`config.mk`:
```
export PLATFORM = sky130hd
export DESIGN_NAME = mmio_port_responder
export DESIGN_NICKNAME = d
export VERILOG_FILES = /design/src/rtl/mmio_port_responder.sv
export SDC_FILE = /design/constraint.sdc
export NUM_CORES = 1
export LEC_CHECK = 0
export CORE_MARGIN = 3
export CORE_UTILIZATION = 51
export CTS_CLUSTER_DIAMETER = 100
export DETAILED_ROUTE_END_ITERATION = 10
export PLACE_DENSITY = 0.8
export SLEW_MARGIN = 10
export SYNTH_ARGS = -nofsm -noshare
export SYNTH_HDL_FRONTEND = slang
export SYNTH_SLANG_ARGS = --single-unit
export TNS_END_PERCENT = 50
```
`constraint.sdc`:
```
create_clock -name clk -period 4.1 [get_ports clk]
set_input_delay 0.82 -clock clk [delete_from_list [all_inputs] [get_ports clk]]
set_output_delay 0.82 -clock clk [all_outputs]
set_load 0.01 [all_outputs]
```
`src/rtl/mmio_port_responder.sv`:
```
// Memory-mapped I/O responder for the MEM-stage data bus: output port, synchronized input
// port with sticky rising-edge flags, a one-shot countdown timer and a free-running cycle counter.
module mmio_port_responder #(
    parameter logic [31:0] BASE_ADDR = 32'hFFFF_0000
) (
    input  logic        clk,
    input  logic        reset,
    input  logic [31:0] Address,
    input  logic [31:0] WriteData,
    input  logic        MemWrite,
    input  logic        MemRead,
    input  logic [7:0]  PortIn,
    output logic [31:0] ReadData,
    output logic        Hit,
    output logic [31:0] PortOut,
    output logic        TimerDone
);

    typedef enum logic [1:0] {IDLE, RUN, DONE} TimerState;

    localparam logic [2:0] REG_PORT_OUT     = 3'd0;
    localparam logic [2:0] REG_PORT_IN      = 3'd1;
    localparam logic [2:0] REG_EDGE         = 3'd2;
    localparam logic [2:0] REG_TIMER_LOAD   = 3'd3;
    localparam logic [2:0] REG_TIMER_STATUS = 3'd4;
    localparam logic [2:0] REG_CYCLE        = 3'd5;

    TimerState   timerState;
    logic [31:0] count;
    logic [31:0] cycleCount;
    logic        cycleStarted;
    logic [7:0]  sync1, sync2, prev;
    logic [7:0]  edgeFlags;
    logic [7:0]  risePulse;
    logic [2:0]  regIdx;
    logic        aligned;
    logic        wrAccess;
    logic        rdAccess;
    logic        wrPortOut, wrEdge, wrTimerLoad, wrTimerStatus;
    logic        running;

    assign Hit      = (Address[31:5] == BASE_ADDR[31:5]);
    assign aligned  = (Address[1:0] == 2'b00);
    assign regIdx   = Address[4:2];
    assign wrAccess = MemWrite & Hit & aligned;
    assign rdAccess = MemRead & Hit & aligned;

    assign wrPortOut     = wrAccess && (regIdx == REG_PORT_OUT);
    assign wrEdge        = wrAccess && (regIdx == REG_EDGE);
    assign wrTimerLoad   = wrAccess && (regIdx == REG_TIMER_LOAD);
    assign wrTimerStatus = wrAccess && (regIdx == REG_TIMER_STATUS);

    assign risePulse = sync2 & ~prev;
    assign running   = (timerState == RUN);
    assign TimerDone = (timerState == DONE);

    always_ff @(posedge clk) begin
        if (reset) begin
            PortOut   <= 32'd0;
            sync1     <= 8'd0;
            sync2     <= 8'd0;
            prev      <= 8'd0;
            edgeFlags <= 8'd0;
        end else begin
            if (wrPortOut)
                PortOut <= WriteData;
            sync1 <= PortIn;
            sync2 <= sync1;
            prev  <= sync2;
            // A new rise on a bit beats a simultaneous write-1-to-clear of that bit.
            edgeFlags <= (edgeFlags & ~(wrEdge ? WriteData[7:0] : 8'd0)) | risePulse;
        end
    end

    // Timer: a load always restarts it, whatever state it is in; a zero load finishes at once.
    always_ff @(posedge clk) begin
        if (reset) begin
            timerState <= IDLE;
            count      <= 32'd0;
        end else if (wrTimerLoad) begin
            count      <= WriteData;
            timerState <= (WriteData == 32'd0) ? DONE : RUN;
        end else begin
            case (timerState)
                IDLE: ;
                RUN: begin
                    if (count == 32'd1) begin
                        count      <= 32'd0;
                        timerState <= DONE;
                    end else begin
                        count <= count - 32'd1;
                    end
                end
                DONE: begin
                    if (wrTimerStatus)
                        timerState <= IDLE;
                end
                default: timerState <= IDLE;
            endcase
        end
    end

    // The counter holds 0 for the first edge out of reset so it reads k-1 after the k-th edge.
    always_ff @(posedge clk) begin
        if (reset) begin
            cycleCount   <= 32'd0;
            cycleStarted <= 1'b0;
        end else begin
            cycleStarted <= 1'b1;
            if (cycleStarted)
                cycleCount <= cycleCount + 32'd1;
        end
    end

    always_comb begin
        ReadData = 32'd0;
        if (rdAccess) begin
            case (regIdx)
                REG_PORT_OUT:     ReadData = PortOut;
                REG_PORT_IN:      ReadData = {24'd0, sync2};
                REG_EDGE:         ReadData = {24'd0, edgeFlags};
                REG_TIMER_LOAD:   ReadData = count;
                REG_TIMER_STATUS: ReadData = {30'd0, running, TimerDone};
                REG_CYCLE:        ReadData = cycleCount;
                default:          ReadData = 32'd0;
            endcase
        end
    end

endmodule

```
==> impl_metrics.csv, run 1 <==
group,metric,value,unit
floorplanning,num_rows,41,
critical_path,cp-end-kind,"output pin",
floorplanning,num_io_pins,142,
global_routing,grt_max_degree,77,
floorplanning,start_util,52.3,%
power,leakage,3.24,nW
cells_and_area,n_fill_cell,1085,
floorplanning,die_x,120,um
placed_design,gp_congestion,0.881,
cells_and_area,fin_util,69.3,%
detailed_routing,vias,6946,
detailed_routing,ant_nets,0,
floorplanning,core-area,12700,um2
logic_synthesis,synthDistinctLibCells,58,
cells_and_area,area_growth,32.4,%
logic_synthesis,syn-mean-instance-area,7.84,um2
timing,period_minus_slack,4010,ps
placed_design,hpwl,14.7,mm
timing,whs,433,ps
global_routing,antenna_found_initial,0,
cts,cts_tree,"done",
logic_synthesis,synth_top_flop_cell,"dfxtp_1",
timing,grt_setup_unrepaired,"no",
timing,timing.final.crit_share,97.9,%
cells_and_area,fin_cells,1162,
outcome,outcome,"completed",
floorplanning,dieHeight,120,um
cts,worstSkewPairLatency,420,ps
detailed_routing,drtPass1Iterations,7,
logic_synthesis,async_flop_share,0,%
critical_path,crit_arrival,3190,ps
logic_synthesis,synth_edf_count,0,
cells_and_area,drive_gt1_share,8.79,%
cells_and_area,multiInputGateArea,3740,um2
cells_and_area,insertedDiodeCount,0,
logic_synthesis,synth-seq-cells,131,
global_routing,grt_use_total,28.9,%
critical_path,cp_max_fo,4,
timing,slew_violations,0,
logic_synthesis,netlist_instances,846,
timing,worstMarginPinSlew,831,ps
timing,timing.final.ws_setup,88.1,ps
logic_synthesis,ys_warn_count,0,
critical_path,cp-start-kind,"input port",
timing,fin_worst_skew,8.58,ps
placed_design,portBuffers,141,
critical_path,cp.required,3280,ps
cells_and_area,seqCellArea,2620,um2
cts,cts_max_level,4,
cts,path_clk_slew,50,ps
logic_synthesis,seq_area_frac_synth,39.6,%
timing,tns,0,ps
power,p_total,2.89,mW
placed_design,preCtsSetupSlack,-253,ps
detailed_routing,via_per_inst,5.98,
cells_and_area,fin_area,8780,um2
detailed_routing,drt_iter0_markers,788,
placed_design,dp.cells,1131,
logic_synthesis,synthesis.area,6630,um2
power,peakVddDrop,0.292,mV
floorplanning,dieArea,14400,um2
job,maxCapViolations,0,
cts,cts_hold_buf,0,
cts,cts_root_buf,"clkbuf_16",
detailed_routing,drcViolationCount,0,
cells_and_area,nets,1057,
detailed_routing,wl_per_cell,18.1,um
detailed_routing,wl,21.0,mm
cts,cts_inserted_buffers,17,
power,power.density,329,nW/um2
min_path,min-delay-path-class,"reg2reg",
cts,cts_setup_buffers,0,
cts,clkSinkCount,131,
timing,finalSetupViolations,0,
timing,slew_headroom,44.6,%
global_routing,gr-total-overflow,0,
logic_synthesis,syn-num-nets,925,
global_routing,grt_pass1_vias,6526,
critical_path,critPathKind,"in2out",
cts,clk_path_buf_depth,2,
timing,max_freq,249,MHz
timing,hold_viol_final,0,
placed_design,place_area,8250,um2
global_routing,grt_pass1_wl,33.5,mm
==> worst paths after layout <==
path,startpoint,endpoint,slack (ps),cells past startpoint
worst min-delay path,sync1[4],sync2[4],430,1
worst max register to register,count[0],count[28],1360,7
worst min register to register,sync1[4],sync2[4],430,1
worst max-delay path,Address[7],ReadData[4],90,8
==> what timing repair did <==
item                                   4_1_cts  5_1_grt
resized for setup                           31        0
endpoints found under the hold margin        0        0
setup endpoints to repair                   30        0
==> where the power goes <==
part           switching [mW]  leakage, nW  internal [mW]  total (mW)
clock network           0.546        0.267          0.852        1.40
registers             0.00911         1.06           1.29        1.30
logic                  0.0957         1.91         0.0958       0.192
==> per-layer routing <==
| metal | GRT usage [%] | wire (um) | vias up |
|---|---|---|---|
| met3 | 7.54 | 1560 | 34 |
| li1 | - | - | 3276 |
| met5 | 0 | 0 | - |
| met1 | 38.4 | 9160 | 3314 |
| met2 | 46.1 | 9900 | 322 |
| met4 | 8.95 | 389 | 0 |
==> cells in the mapped netlist, drive strengths merged, types with 20 or more instances <==
master / count / share of area (%)
a21oi: 82 / 6.2
a22oi: 36 / 4.1
clkbuf: 42 / 2.4
dfxtp: 131 / 40
nand2: 93 / 5.3
nand3: 21 / 1.7
nor2: 120 / 6.8
nor2b: 31 / 2.9
nor3: 22 / 1.8
nor4: 20 / 2.3
o21ai: 27 / 2.0
xor2: 20 / 2.6
==> sequential cells by signal, summed over array words and instances (netlist names) <==
signal        cells
PortOut          32
count            32
timerState        2
edgeFlags         8
sync1             8
cycleStarted      1
cycleCount       32
prev              8
sync2             8
==> placed cells by master (no fill, tap or decap), drive strengths merged, types with 16 or more instances in the layout <==
master and count:
a21oi 82, a22oi 36, and3 17, buf 31, clkbuf 20, clkdlybuf4s50 112, dfxtp 131, dlygate4sd2 28
inv 16, nand2 93, nand3 21, nand4 17, nor2 120, nor2b 31, nor3 22, nor4 20
o21ai 27, xnor2 16, xor2 20
==> final cells by class <==
| cell class | instances | share of cell area [%] |
|---|---|---|
| repair buffers | 171 | 18.2 |
| flip-flops and latches | 131 | 29.9 |
| clock buffers | 20 | 5.20 |
| inverters | 16 | 0.684 |
| clock inverters | 11 | 0.998 |
| multi-input cells | 641 | 42.6 |
| well taps | 172 | 2.45 |
==> critical path, cell delays in order <==
cell	delay, ps
clkdlybuf4s50_1	400
or4_4	550
nor4_4	310
and2_4	200
nand3_2	70
buf_4	160
a21oi_1	120
clkdlybuf4s50_1	560
==> cell families (layout without fill, tap and decap cells) <==
kind of cell | Yosys count | count (layout) | share of synthesized area (%)
mux | 11 | 11 | 2.13
compound gates | 205 | 205 | 19.6
xor+xnor | 36 | 36 | 4.76
simple gates | 386 | 386 | 28.9
buf+inv | 74 | 218 | 4.49
flops | 131 | 131 | 39.6
fa+ha+maj | 3 | 3 | 0.566
Note: power is estimated with default switching activity, not from simulation.
==> run 2: changes to the inputs <==
- CTS_CLUSTER_DIAMETER: 100 -> not set
- SKIP_LAST_GASP: not set -> 1
==> run 2 against run 1 <==
Compared with the run above:
- the flow now finishes with violations (negative setup slack)
- critical path depth increased by 1
- via count is 0.20% lower
- final cell count is the same
- combinational power is essentially flat
- utilization grew 0.27 points
- critical path type unchanged
==> impl_metrics.csv, run 2 (synthesized netlist as in run 1, its figures left out) <==
group,metric,value,unit
outcome,outcome,"finished with violations",
cells_and_area,nets,1057,
critical_path,cp.required,3280,ps
timing,grt_setup_unrepaired,"yes",
timing,worstMarginPinSlew,836,ps
cells_and_area,drive_gt1_share,8.79,%
cts,cts_inserted_buffers,17,
cells_and_area,reg_top3,"PortOut x32, count x32, cycleCount x32",
timing,timing.final.crit_share,103,%
min_path,min_path_cells,1,
placed_design,place_area,8250,um2
timing,hold_viol_final,0,
critical_path,crit_start,"Address[7]",
detailed_routing,ant_nets,0,
detailed_routing,via_per_inst,5.97,
detailed_routing,drt_iter0_markers,854,
critical_path,ff2ff_path_depth,7,
global_routing,grt_pass1_vias,6523,
cells_and_area,area_growth,32.9,%
critical_path,crit_path_cell_trace,"clkdlybuf4s50_1 > or4_4 > nor4_4 > and2_4 > nand3_2 > a21o_1 > buf_4 > nor2_1 > clkdlybuf4s50_1",
cts,clk_path_buf_depth,2,
cells_and_area,fin_area,8810,um2
floorplanning,start_util,52.3,%
power,combPwrFrac,6.6,%
cells_and_area,seqCellArea,2620,um2
timing,slew_violations,0,
timing,fin_worst_skew,9.15,ps
power,p_int,2.24,mW
global_routing,grt_pass1_wl,33.5,mm
placed_design,portBuffers,141,
detailed_routing,drtPass1Iterations,5,
critical_path,max_stage_delay,550,ps
floorplanning,dieArea,14400,um2
placed_design,gp_congestion,0.881,
global_routing,gr-total-overflow,0,
detailed_routing,drcViolationCount,0,
timing,tns,-597,ps
critical_path,r2r-start,"count[0]",
cells_and_area,mostFrequentLayoutCells,"dfxtp_1, nor2_1, clkdlybuf4s50_1, nand2_1, a21oi_1",
power,seq_power_share,45.0,%
outcome,violations,"negative setup slack",
timing,timing.final.ws_setup,-117,ps
floorplanning,die_x,120,um
placed_design,hpwl,14.7,mm
critical_path,cp-start-kind,"input port",
timing,period_minus_slack,4220,ps
power,power.density,328,nW/um2
power,p_sw,648,uW
cts,path_clk_slew,50,ps
critical_path,cp_max_fo,15,
critical_path,cp-end-kind,"output pin",
detailed_routing,wl_per_cell,18.1,um
power,peakVddDrop,0.290,mV
min_path,min_from,"sync1[4]",
timing,finalSetupViolations,6,
cts,cts_root_buf,"clkbuf_16",
floorplanning,core-area,12700,um2
global_routing,grt_max_degree,77,
job,maxCapViolations,0,
detailed_routing,wl,21.0,mm
critical_path,cp_slowest_cell,"or4_4",
cells_and_area,final_common_cell,"dfxtp_1",
floorplanning,num_rows,41,
timing,max_freq,237,MHz
timing,slew_headroom,44.3,%
min_path,min-delay-path-class,"reg2reg",
global_routing,antenna_found_initial,0,
global_routing,grt_use_total,28.9,%
critical_path,crit_arrival,3400,ps
floorplanning,dieHeight,120,um
critical_path,critPathKind,"in2out",
cts,worstSkewPairLatency,420,ps
critical_path,path_common_cell,"clkdlybuf4s50_1",
cells_and_area,n_fill_cell,1075,
power,netSwitchingFraction,22.5,%
floorplanning,num_io_pins,142,
power,clockPowerShare,48.3,%
detailed_routing,vias,6932,
cts,clkSinkCount,131,
cts,cts_tree,"done",
cells_and_area,multiInputGateArea,3740,um2
cells_and_area,insertedDiodeCount,0,
power,leakage,3.31,nW
cts,cts_max_level,4,
[run 2: cell types whose count changed in the layout (fill, tap and decap cells not counted)]
| cell | change |
|---|---|
| dlymetal6s2s_1 | +7 |
| dlygate4sd2_1 | -13 |
| clkdlybuf4s50_1 | +6 |
[run 2: final timing paths]
path | to | slack, ps
max | ReadData[8] | -120
min | sync2[4] | 430
max reg2reg | count[28] | 1380
min reg2reg | sync2[4] | 430
[run 2: area by class of cell]
type,count,share of cell area (%)
Timing Repair Buffer,171,18.5
Multi-Input combinational cell,641,42.4
Tap cell,172,2.44
Clock inverter,11,0.994
Sequential cell,131,29.8
Inverter,16,0.682
Clock buffer,20,5.18
[run 2: timing repair]
action | CTS | global route
setup buffers | 0 | 0
hold buffers | 0 | 0
gates resized for setup | 18 | 7
pin swaps | 1 | 0
setup endpoints to repair | 30 | 14
[run 2: critical path: cells and delay by family]
kind | cells | cell delay, ps
AND/OR/NAND/NOR | 5 | 1250
AO/OA/AOI/OAI | 1 | 170
buffers and inverters | 3 | 1150
[run 2: layer usage]
layer | track usage (%) | wire, um | share of wire [%]
met1 | 38.3 | 8960 | 43
met4 | 8.95 | 377 | 1.8
met2 | 46.1 | 9980 | 48
met3 | 7.54 | 1690 | 8.0
met5 | 0 | 0 | 0
[run 2: power by group through the flow]
stage	clock [mW]	sequential [mW]	combinational, mW
floorplan	0	1.32	0.0718
global placement	0	1.33	0.184
detailed placement	0	1.33	0.186
CTS	1.40	1.30	0.188
global route	1.47	1.30	0.202
finish	1.40	1.30	0.192
[run 2: stage by stage]
step | std cells | hold WS, ps | worst slack, ps | utilization, % | power (mW)
after global routing | 1162 | 462 | -195 | 69.5 | 2.97
final | 1162 | 433 | -117 | 69.5 | 2.89
after floorplan | 846 | 414 | 446 | - | 1.39
after CTS | 1162 | 438 | -146 | 69.4 | 2.89
after detailed placement | 1131 | 426 | -253 | 65.1 | 1.51
after global placement | 1131 | 418 | -136 | 65.1 | 1.51
==> run 3: changes to the inputs <==
- CORE_MARGIN: 3 -> 5
==> run 3 against run 2 <==
Compared with the run above:
- the run still ends with negative setup slack left
- worst setup slack worse by 12 ps
- global-route usage down 0.75 points
- sequential cell count unchanged
- die area up 6.8%
- utilization up 0.95 points
- design area up 1.4%
- sequential share of layout area down 0.40 points
- critical path depth unchanged
- worst hold slack better by 13 ps
- final cell count unchanged
- critical path type unchanged
- critical endpoint is now ReadData[21]
==> impl_metrics.csv, run 3 (synthesized netlist as in run 1, its figures left out) <==
group,metric,value,unit
cts,cts_root_buf,"clkbuf_16",
critical_path,r2r_end,"count[28]",
cells_and_area,final_common_cell,"dfxtp_1",
placed_design,portBuffers,141,
timing,slew_violations,0,
cells_and_area,area_growth,34.7,%
critical_path,crit_start,"Address[14]",
power,netSwitchingFraction,21.3,%
detailed_routing,drcViolationCount,0,
cells_and_area,insertedDiodeCount,0,
power,p_total,3.17,mW
detailed_routing,wl,21.4,mm
timing,timing.final.crit_share,103,%
critical_path,path_common_cell,"clkdlybuf4s50_1",
power,combPwrFrac,6.0,%
power,p_sw,677,uW
floorplanning,num_rows,41,
critical_path,cp.required,3280,ps
global_routing,grt_use_total,28.1,%
cts,path_clk_slew,60,ps
timing,max_freq,236,MHz
power,clockPowerShare,53.0,%
timing,hold_viol_final,0,
cells_and_area,reg_top3,"PortOut x32, count x32, cycleCount x32",
critical_path,r2r-start,"count[0]",
critical_path,cp-start-kind,"input port",
critical_path,cp_max_fo,13,
power,peakVddDrop,0.303,mV
critical_path,crit_end,"ReadData[21]",
global_routing,antenna_found_initial,0,
critical_path,cp-end-kind,"output pin",
cells_and_area,fin_area,8930,um2
power,power.density,355,nW/um2
min_path,min-delay-path-class,"reg2reg",
power,p_int,2.49,mW
floorplanning,start_util,52.3,%
job,maxCapViolations,0,
outcome,violations,"negative setup slack",
cts,cts_setup_buffers,0,
critical_path,cp_slowest_cell,"or4b_4",
timing,timing.final.ws_setup,-130,ps
cts,clk_path_buf_depth,2,
power,leakage,3.35,nW
global_routing,gr-total-overflow,0,
placed_design,place_area,8260,um2
cts,cts_inserted_buffers,17,
critical_path,critPathKind,"in2out",
global_routing,grt_pass1_vias,6607,
placed_design,hpwl,15.1,mm
cells_and_area,drive_gt1_share,8.89,%
detailed_routing,vias,6869,
power,seq_power_share,41.0,%
timing,slew_headroom,39.9,%
detailed_routing,ant_nets,0,
detailed_routing,wl_per_cell,18.4,um
cts,clkSinkCount,131,
cells_and_area,nets,1056,
global_routing,grt_pass1_wl,33.9,mm
floorplanning,core-area,12700,um2
critical_path,max_stage_delay,550,ps
detailed_routing,drtPass1Iterations,7,
cts,worstSkewPairLatency,420,ps
critical_path,crit_arrival,3410,ps
timing,worstMarginPinSlew,893,ps
floorplanning,num_io_pins,142,
cts,cts_max_level,4,
cts,cts_tree,"done",
cells_and_area,mostFrequentLayoutCells,"dfxtp_1, clkdlybuf4s50_1, nor2_1, nand2_1, a21oi_1",
critical_path,crit_path_cell_trace,"clkdlybuf4s50_1 > or4b_4 > nor4_4 > and2_4 > nand3_2 > a21o_1 > buf_4 > nor2_1 > clkdlybuf4s50_1",
timing,period_minus_slack,4230,ps
detailed_routing,drt_iter0_markers,610,
timing,fin_worst_skew,4.36,ps
floorplanning,die_x,124,um
floorplanning,dieHeight,124,um
cells_and_area,n_fill_cell,1049,
outcome,outcome,"finished with violations",
timing,finalSetupViolations,7,
floorplanning,dieArea,15400,um2
timing,grt_setup_unrepaired,"yes",
global_routing,grt_max_degree,70,
critical_path,ff2ff_path_depth,7,
detailed_routing,via_per_inst,5.91,
placed_design,gp_congestion,0.885,
critical_path,r2r_setup_slack,1250,ps
run 3: cell types whose count changed in the layout (fill, tap and decap cells not counted):
cell / delta
clkinv_4: +1
inv_6: +1
or4_1: +1
buf_4: -2
clkinv_2: -4
or4_4: -1
or4b_4: +1
clkdlybuf4s50_1: +1
bufinv_16: +4
buf_12: +1
dlygate4sd2_1: -1
or4b_1: -1
clkbuf_1: -1
run 3: timing repair:
item / 4_1_cts / 5_1_grt
hold buffers: 0 / 0
endpoints found under the setup margin: 29 / 15
pin swaps: 1 / 1
cloned: 0 / 0
gates resized for setup: 16 / 8
endpoints found under the hold margin: 0 / 0
run 3: worst max-delay path: cells and delay by family:
kind / cells / cell delay, ps
buffers and inverters: 3 / 1140
AOI/OAI and AO/OA: 1 / 170
and+or+nand+nor: 5 / 1280
run 3: how the worst min path moves through the flow:
stage	slack (ps)	from	end	cells past startpoint
6_report	450	sync1[4]	sync2[4]	1
4_1_cts	450	sync1[4]	sync2[4]	1
5_1_grt	460	sync1[3]	sync2[3]	1
3_5_place_dp	430	sync1[1]	sync2[1]	1
3_3_place_gp	420	sync1[4]	sync2[4]	1
2_1_floorplan	410	sync1[0]	sync2[0]	1
run 3: cell type report:
cell class / count / area (um2) / area share, %
clock buffer: 19 / 453 / 5.07
clock inverter: 13 / 205 / 2.30
inverter: 16 / 60.1 / 0.672
multi-input combinational: 641 / 3740 / 41.8
sequential: 131 / 2620 / 29.4
tap: 172 / 215 / 2.41
timing repair buffer: 170 / 1640 / 18.4
run 3: power groups by stage:
stage                     sequential (mW)  clock, mW  combinational [mW]
final                                1.30       1.68               0.190
after global routing                 1.30       1.75               0.202
after CTS                            1.30       1.68               0.188
after detailed placement             1.33          0               0.186
after global placement               1.33          0               0.184
after floorplan                      1.32          0              0.0718
run 3: through the flow:
stage	util [%]	setup TNS, ps	hold slack, ps	worst slack (ps)	instances
2_1_floorplan	-	0	414	446	846
3_3_place_gp	65.2	-3880	419	-152	1130
3_5_place_dp	65.2	-5140	428	-216	1130
4_1_cts	70.3	-2100	451	-164	1162
5_1_grt	70.5	-1440	458	-207	1162
6_report	70.5	-806	446	-130	1162
run 3: per-layer routing:
layer	vias up	track usage (%)	wire length [um]
li1	3277	-	-
met1	3193	37.5	9070
met2	346	44.4	9890
met3	53	5.90	1830
met4	0	11.4	612
met5	-	0	0
==> patch 1: new RTL, flow settings as in run 3 <==
Make the reset (`reset`) asynchronous in 3 clocked blocks.
--- a/src/rtl/mmio_port_responder.sv
+++ b/src/rtl/mmio_port_responder.sv
@@ -56,3 +56,3 @@
 
-    always_ff @(posedge clk) begin
+    always_ff @(posedge clk or posedge reset) begin
         if (reset) begin
@@ -75,3 +75,3 @@
     // Timer: a load always restarts it, whatever state it is in; a zero load finishes at once.
-    always_ff @(posedge clk) begin
+    always_ff @(posedge clk or posedge reset) begin
         if (reset) begin
@@ -103,3 +103,3 @@
     // The counter holds 0 for the first edge out of reset so it reads k-1 after the k-th edge.
-    always_ff @(posedge clk) begin
+    always_ff @(posedge clk or posedge reset) begin
         if (reset) begin
Formal check against the unedited RTL: differs if reset is asserted again (counterexample within 4 cycles, from zero or initial values and one cycle with reset high); with reset held inactive, the same outputs for 4 cycles.
==> patch 1 against run 3 <==
Setup slack better by 0.12 ns. Power down 3.9%. Largest cell class unchanged. Clock skew about the same. Die area is 2.6% higher. The run still ends with setup timing left. Critical endpoint is now ReadData[7]. Area after synthesis up 2.9%. Highest routed layer unchanged. Synthesized cell count is 20% lower. Design area up 0.92%. Routed wire length down 4.5%. Sequential cell count is the same.
==> patch 1: results (changes against run 3) <==
- The detailed-routed wire length on met3 came to 1790 µm (-1.9%).
- The arrival time at the worst endpoint was 3.29 ns (-0.12 ns).
- The count of nets after finishing is 898 (-15%).
- The worst voltage drop across the vdd grid is 0.268 mV (-12%).
- The proportion of layout cells with a drive suffix above 1 is 12.4% (+3.5 points).
- The number of cells upsized or downsized after cts was 23 (+7).
- The adder and majority gate portion of the synthesized area is 0.550% (-0.016 points).
- The post-detailed-routing wire length came to 20,400 µm (-4.5%).
- The final-layout fill cell count is 996 (-5.1%).
- The checks that failed: setup timing.
- The net count after synthesis was 753 (-19%).
- The met1 layer wirelength in the final routing came to 8200 µm (-9.7%).
- The number of buffers created by CTS is 17 (unchanged).
- The number of global-route vias before repair is 6,394 (-3.2%).
- The XOR/XNOR share of the synthesized area came to 4.62% (-0.13 points).
- The detailed placer's ending HPWL was 14,200 µm (-5.9%).
- The minimum setup slack after placement came to -0.311 ns (-0.0949 ns).
- The portion of the post-synthesis area used by sequential elements is 48.1% (+8.5 points).
- The total met2 wirelength after detailed routing came to 9880 µm (-0.15%).
- The min-delay analysis places its worst path in the category register to register.
- The count of endpoints failing setup in the final report is 1 (-6).
- The async set-or-reset flop fraction in the synthesized netlist is 100% (+100 points).
- The compound-gate portion of the synthesized area is 13.7% (-5.9 points).
- The proportion of power drawn by combinational gates is 8.6% (+2.6 points).
- The violation count after the first detailed-routing iteration is 574 (-5.9%).
- The startpoint identified for the worst register-to-register timing path is count[12].
- The final setup TNS is -0.00790 ns (+0.798 ns).
- The highest net fanout along the worst path was 13 (unchanged).
- The maximum number of pins on one net before global-route repair is 132 (+89%).
- The total sequential power is 1.40 mW (+8%).
- The instance count of the mapped netlist was 674 (-20%).
- The pin slew with the least headroom to its limit is 0.953 ns (+0.0609 ns).
- By area the synthesized netlist is led by dfrtp_1, mux2_4, nor2_1.
- The combinational gate power was 0.262 mW (+38%).
- The multiplexer share of the synthesized area is 9.81% (+7.7 points).
- The flow ran to the end, but the final reports show violations.
- The count of different cell masters after synthesis is 57 (-1.7%).
- The per-cell routed wire length was 20.3 µm (+10%).
- The cell count after placement is 976 (-14%).
- The switching portion of total power is 23.6% (+2.2 points).
- The global-route total usage across every layer was 26.3% (-1.9 points).
- The largest clock skew in the final design is 0.00480 ns (+0.000435 ns).
- The leakage power summed over all cells was 4.00 nW (+19%).
- The routability congestion estimate from global placement is 0.927 (+4.7%).
- The warning count from the yosys run is 0 (unchanged).
- The final setup slack of the worst path is -0.00790 ns (+0.122 ns).
- Counting instances in the post-synthesis netlist gives the leading cell types as dfrtp_1, nor2_1, a21oi_1, nand2_1, a22oi_1.
- The detailed-route vias per instance was 6.04 (+2.2%).
- The global-route wire length before repair was 33,100 µm (-2.1%).
- In this run the most critical hold path is launched from sync1[4].
[patch 1: cell types whose count changed after synthesis, sizes merged, moves of 8 or more]
cell,change
dfrtp,+131
dfxtp,-131
nand2,-59
mux2,+32
a21oi,-27
nor2b,-27
nor2,-22
clkbuf,-18
xnor2,+12
xor2,-12
a211oi,-9
a22o,+9
o21ai,-9
o21a,+8
[patch 1: final timing paths]
path	slack, ns	cells past startpoint	to
max	-0.008	9	ReadData[7]
min	0.34	0	sync2[4]
max reg2reg	1.11	6	count[1]
min reg2reg	0.34	0	sync2[4]
max in group asynchronous	2.63	3	prev[1]
min in group asynchronous	0.96	3	PortOut[17]
[patch 1: critical path: stages]
cell             delay [ns]
clkdlybuf4s50_1        0.41
or4b_4                 0.55
nor4_4                 0.29
and3_2                 0.22
nand3_1                0.14
a21o_1                 0.21
buf_4                  0.20
nor2_1                 0.14
dlygate4sd2_1          0.29
[patch 1: cells by family after synthesis]
kind of cell,Yosys count
simple gates,261
compound gates,145
flops,131
buf+inv,51
mux,46
xor+xnor,36
fa+ha+maj,3
other cells,1
[patch 1: area by class of cell]
class                   instances  area [µm²]  share of cell area [%]
clock buffers                  25         475                    5.27
clock inverters                 6        55.1                   0.611
inverters                      13        52.6                   0.583
multi-input cells             492        3310                    36.7
flip-flops and latches        131        3280                    36.4
well taps                     176         220                    2.44
repair buffers                164        1620                    18.0
[patch 1: through the flow]
stage               cell area [µm²]  hold WS, ns
CTS                            8970        0.346
finish                         9010        0.345
global placement               8450        0.332
floorplan                      6830        0.331
global route                   9010        0.349
detailed placement             8450        0.336
[patch 1: metal layers]
metal	GRT usage [%]	vias to the layer above
met1	33.3	2943
met3	6.99	52
met4	11.1	0
li1	-	2738
met5	0	-
met2	42.7	348
==> patch 2: new RTL, settings of run 3 <==
Made on the original files. Encoding of `TimerState`: now one-hot (3 bits for 3 states).
--- a/src/rtl/mmio_port_responder.sv
+++ b/src/rtl/mmio_port_responder.sv
@@ -18,3 +18,3 @@
 
-    typedef enum logic [1:0] {IDLE, RUN, DONE} TimerState;
+    typedef enum logic [2:0] {IDLE = 3'b001, RUN = 3'b010, DONE = 3'b100} TimerState;
 
Check against the original RTL: same outputs for any inputs over 4 cycles, from zero or initial values and one cycle with reset high; so few cycles prove little.
==> patch 2 against run 3 <==
Routed wire length decreased by 1.1%. Sequential cell count increased by 1. Register-to-register slack got worse by 0.41 ns. Via count about the same. Design area decreased by 1.7%. Cell count increased by 0.26%. Global-route usage decreased by 0.62 points. Count of clock-buffer cells in the layout unchanged. Setup slack improved by 0.30 ns. Sequential share of layout area increased by 0.73 points. Power decreased by 7.2%. Area after synthesis decreased by 0.87%. Critical endpoint is now ReadData[11].
==> patch 2: results (changes against run 3) <==
- The run finished with clean final reports.
- The post-layout instance count excluding filler cells is 1,165 (+0.26%).
- The portion of the post-synthesis area used by sequential elements was 40.2% (+0.65 points).
- The per-instance average area after synthesis is 7.74 µm² (-1.2%).
- The worst voltage drop across the vdd grid is 0.227 mV (-25%).
- The post-detailed-routing wire length came to 21,200 µm (-1.1%).
- The relative slew slack came to 48.5% (+8.6 points).
- The highest net fanout along the worst path is 14 (+1).
- The proportion of layout cells with a drive suffix above 1 is 8.16% (-0.73 points).
- The critical register-to-register path endpoint is count[8].
- The number of detailed-routing iterations run before antenna repair is 6 (-1).
- The detailed-route vias per instance is 5.89 (-0.32%).
- The switching portion of total power is 23.3% (+2.0 points).
- The global-route total usage across every layer was 27.5% (-0.62 points).
- The final-layout fill cell count was 1,054 (+0.48%).
- The detailed placer's ending HPWL was 14,800 µm (-1.8%).
- The register-to-register path setup slack is 0.84 ns (-0.41 ns).
- The met3 layer usage reported by global route was 5.54% (-0.37 points).
- The latest clock arrival within the worst-skew pair is 0.42 ns (about the same).
- The routability congestion estimate from global placement is 0.904 (+2.1%).
- Following the worst setup path forward leads to its endpoint at ReadData[11].
- The met2 demand-to-capacity share in global routing is 43.8% (-0.61 points).
- The minimum setup slack after placement is 0.0955 ns (+0.312 ns).
- The number of global-route vias before repair is 6,596 (-0.17%).
- The placed cell area came to 0.00821 mm² (-0.53%).
- By count the netlist is led by nor2_1, dfxtp_1, nand2_1, a21oi_1, clkbuf_1.
- The largest individual stage delay along the critical path comes from the cell clkdlybuf4s50_1.
- The reg-to-reg critical path startpoint is count[5].
- By area the synthesized netlist is led by dfxtp_1, nor2_1, a21oi_1.
- The leakage power summed over all cells came to 2.98 nW (-11%).
- The gate family responsible for the most delay along the worst path is buffers and inverters.
- The worst reg2reg path depth came to 7 (unchanged).
- The fraction of the cycle the final worst path needs is 95.9% (-7.2 points).
- The net count after synthesis is 928 (+0.32%).
- The antenna diode count is 0 (unchanged).
- The met1 usage in global routing was 36.9% (-0.57 points).
- The largest clock skew in the final design is 0.00895 ns (+0.00459 ns).
- The arrival time at the worst endpoint is 3.11 ns (-0.30 ns).
- The global-route wire length before repair is 33,000 µm (-2.4%).
- The cell count after placement came to 1,134 (+0.35%).
## patch 2: cell types whose count changed in the layout (fill, tap and decap cells not counted), sizes merged, moves of 9 or more
cell,run 3,this run
or3,9,18
dlygate4sd2,14,0
and3,17,8
nand2b,11,2
nor2,120,133
clkdlybuf4s50,119,140
nor3,22,39
## patch 2: worst min path at each step
stage	endpoint	slack [ns]	cells after the start
5_1_grt	sync2[1]	0.46	1
6_report	sync2[4]	0.44	1
2_1_floorplan	sync2[0]	0.41	1
3_5_place_dp	sync2[2]	0.42	1
4_1_cts	sync2[4]	0.44	1
3_3_place_gp	sync2[0]	0.42	1
## patch 2: cell families after synthesis
logic type	share of synthesized area (%)
multiplexers	2.63
AO/OA/AOI/OAI	17.8
buffers and inverters	3.73
adder cells (fa/ha/maj)	0.571
AND/OR/NAND/NOR	31.9
flip-flops	40.2
XOR/XNOR	3.20
## patch 2: metrics by stage
step / hold WS (ns) / power [mW] / utilization (%)
after global placement: 0.422 / 1.52 / 65.1
after CTS: 0.441 / 2.94 / 69.5
after global routing: 0.456 / 3.01 / 69.6
final: 0.435 / 2.94 / 69.6
after floorplan: 0.414 / 1.41 / -
after detailed placement: 0.424 / 1.52 / 65.1
## patch 2: layout make-up
cell class                 count  area share [%]
multi-input combinational    654            42.1
sequential                   132            30.1
timing repair buffer         167            18.6
clock buffer                  19            5.16
tap                          172            2.45
clock inverter                12            1.23
inverter                       9           0.385
## patch 2: routing by layer
metal	up-vias	routed length, µm	part of all wire (%)
met2	335	9710	46
li1	3315	-	-
met5	-	0	0
met3	41	1800	8.5
met1	3174	9210	44
met4	0	452	2.1
## patch 2: what timing repair did
item                       CTS  global route
hold endpoints to repair     0             0
setup endpoints to repair    0             3
resized for setup            0             1
## patch 2: power by group through the flow
stage | sequential (mW) | combinational (mW) | clock, mW
6_report | 1.31 | 0.189 | 1.44
3_3_place_gp | 1.34 | 0.183 | 0
5_1_grt | 1.31 | 0.201 | 1.50
2_1_floorplan | 1.33 | 0.0724 | 0
3_5_place_dp | 1.34 | 0.185 | 0
4_1_cts | 1.31 | 0.187 | 1.44
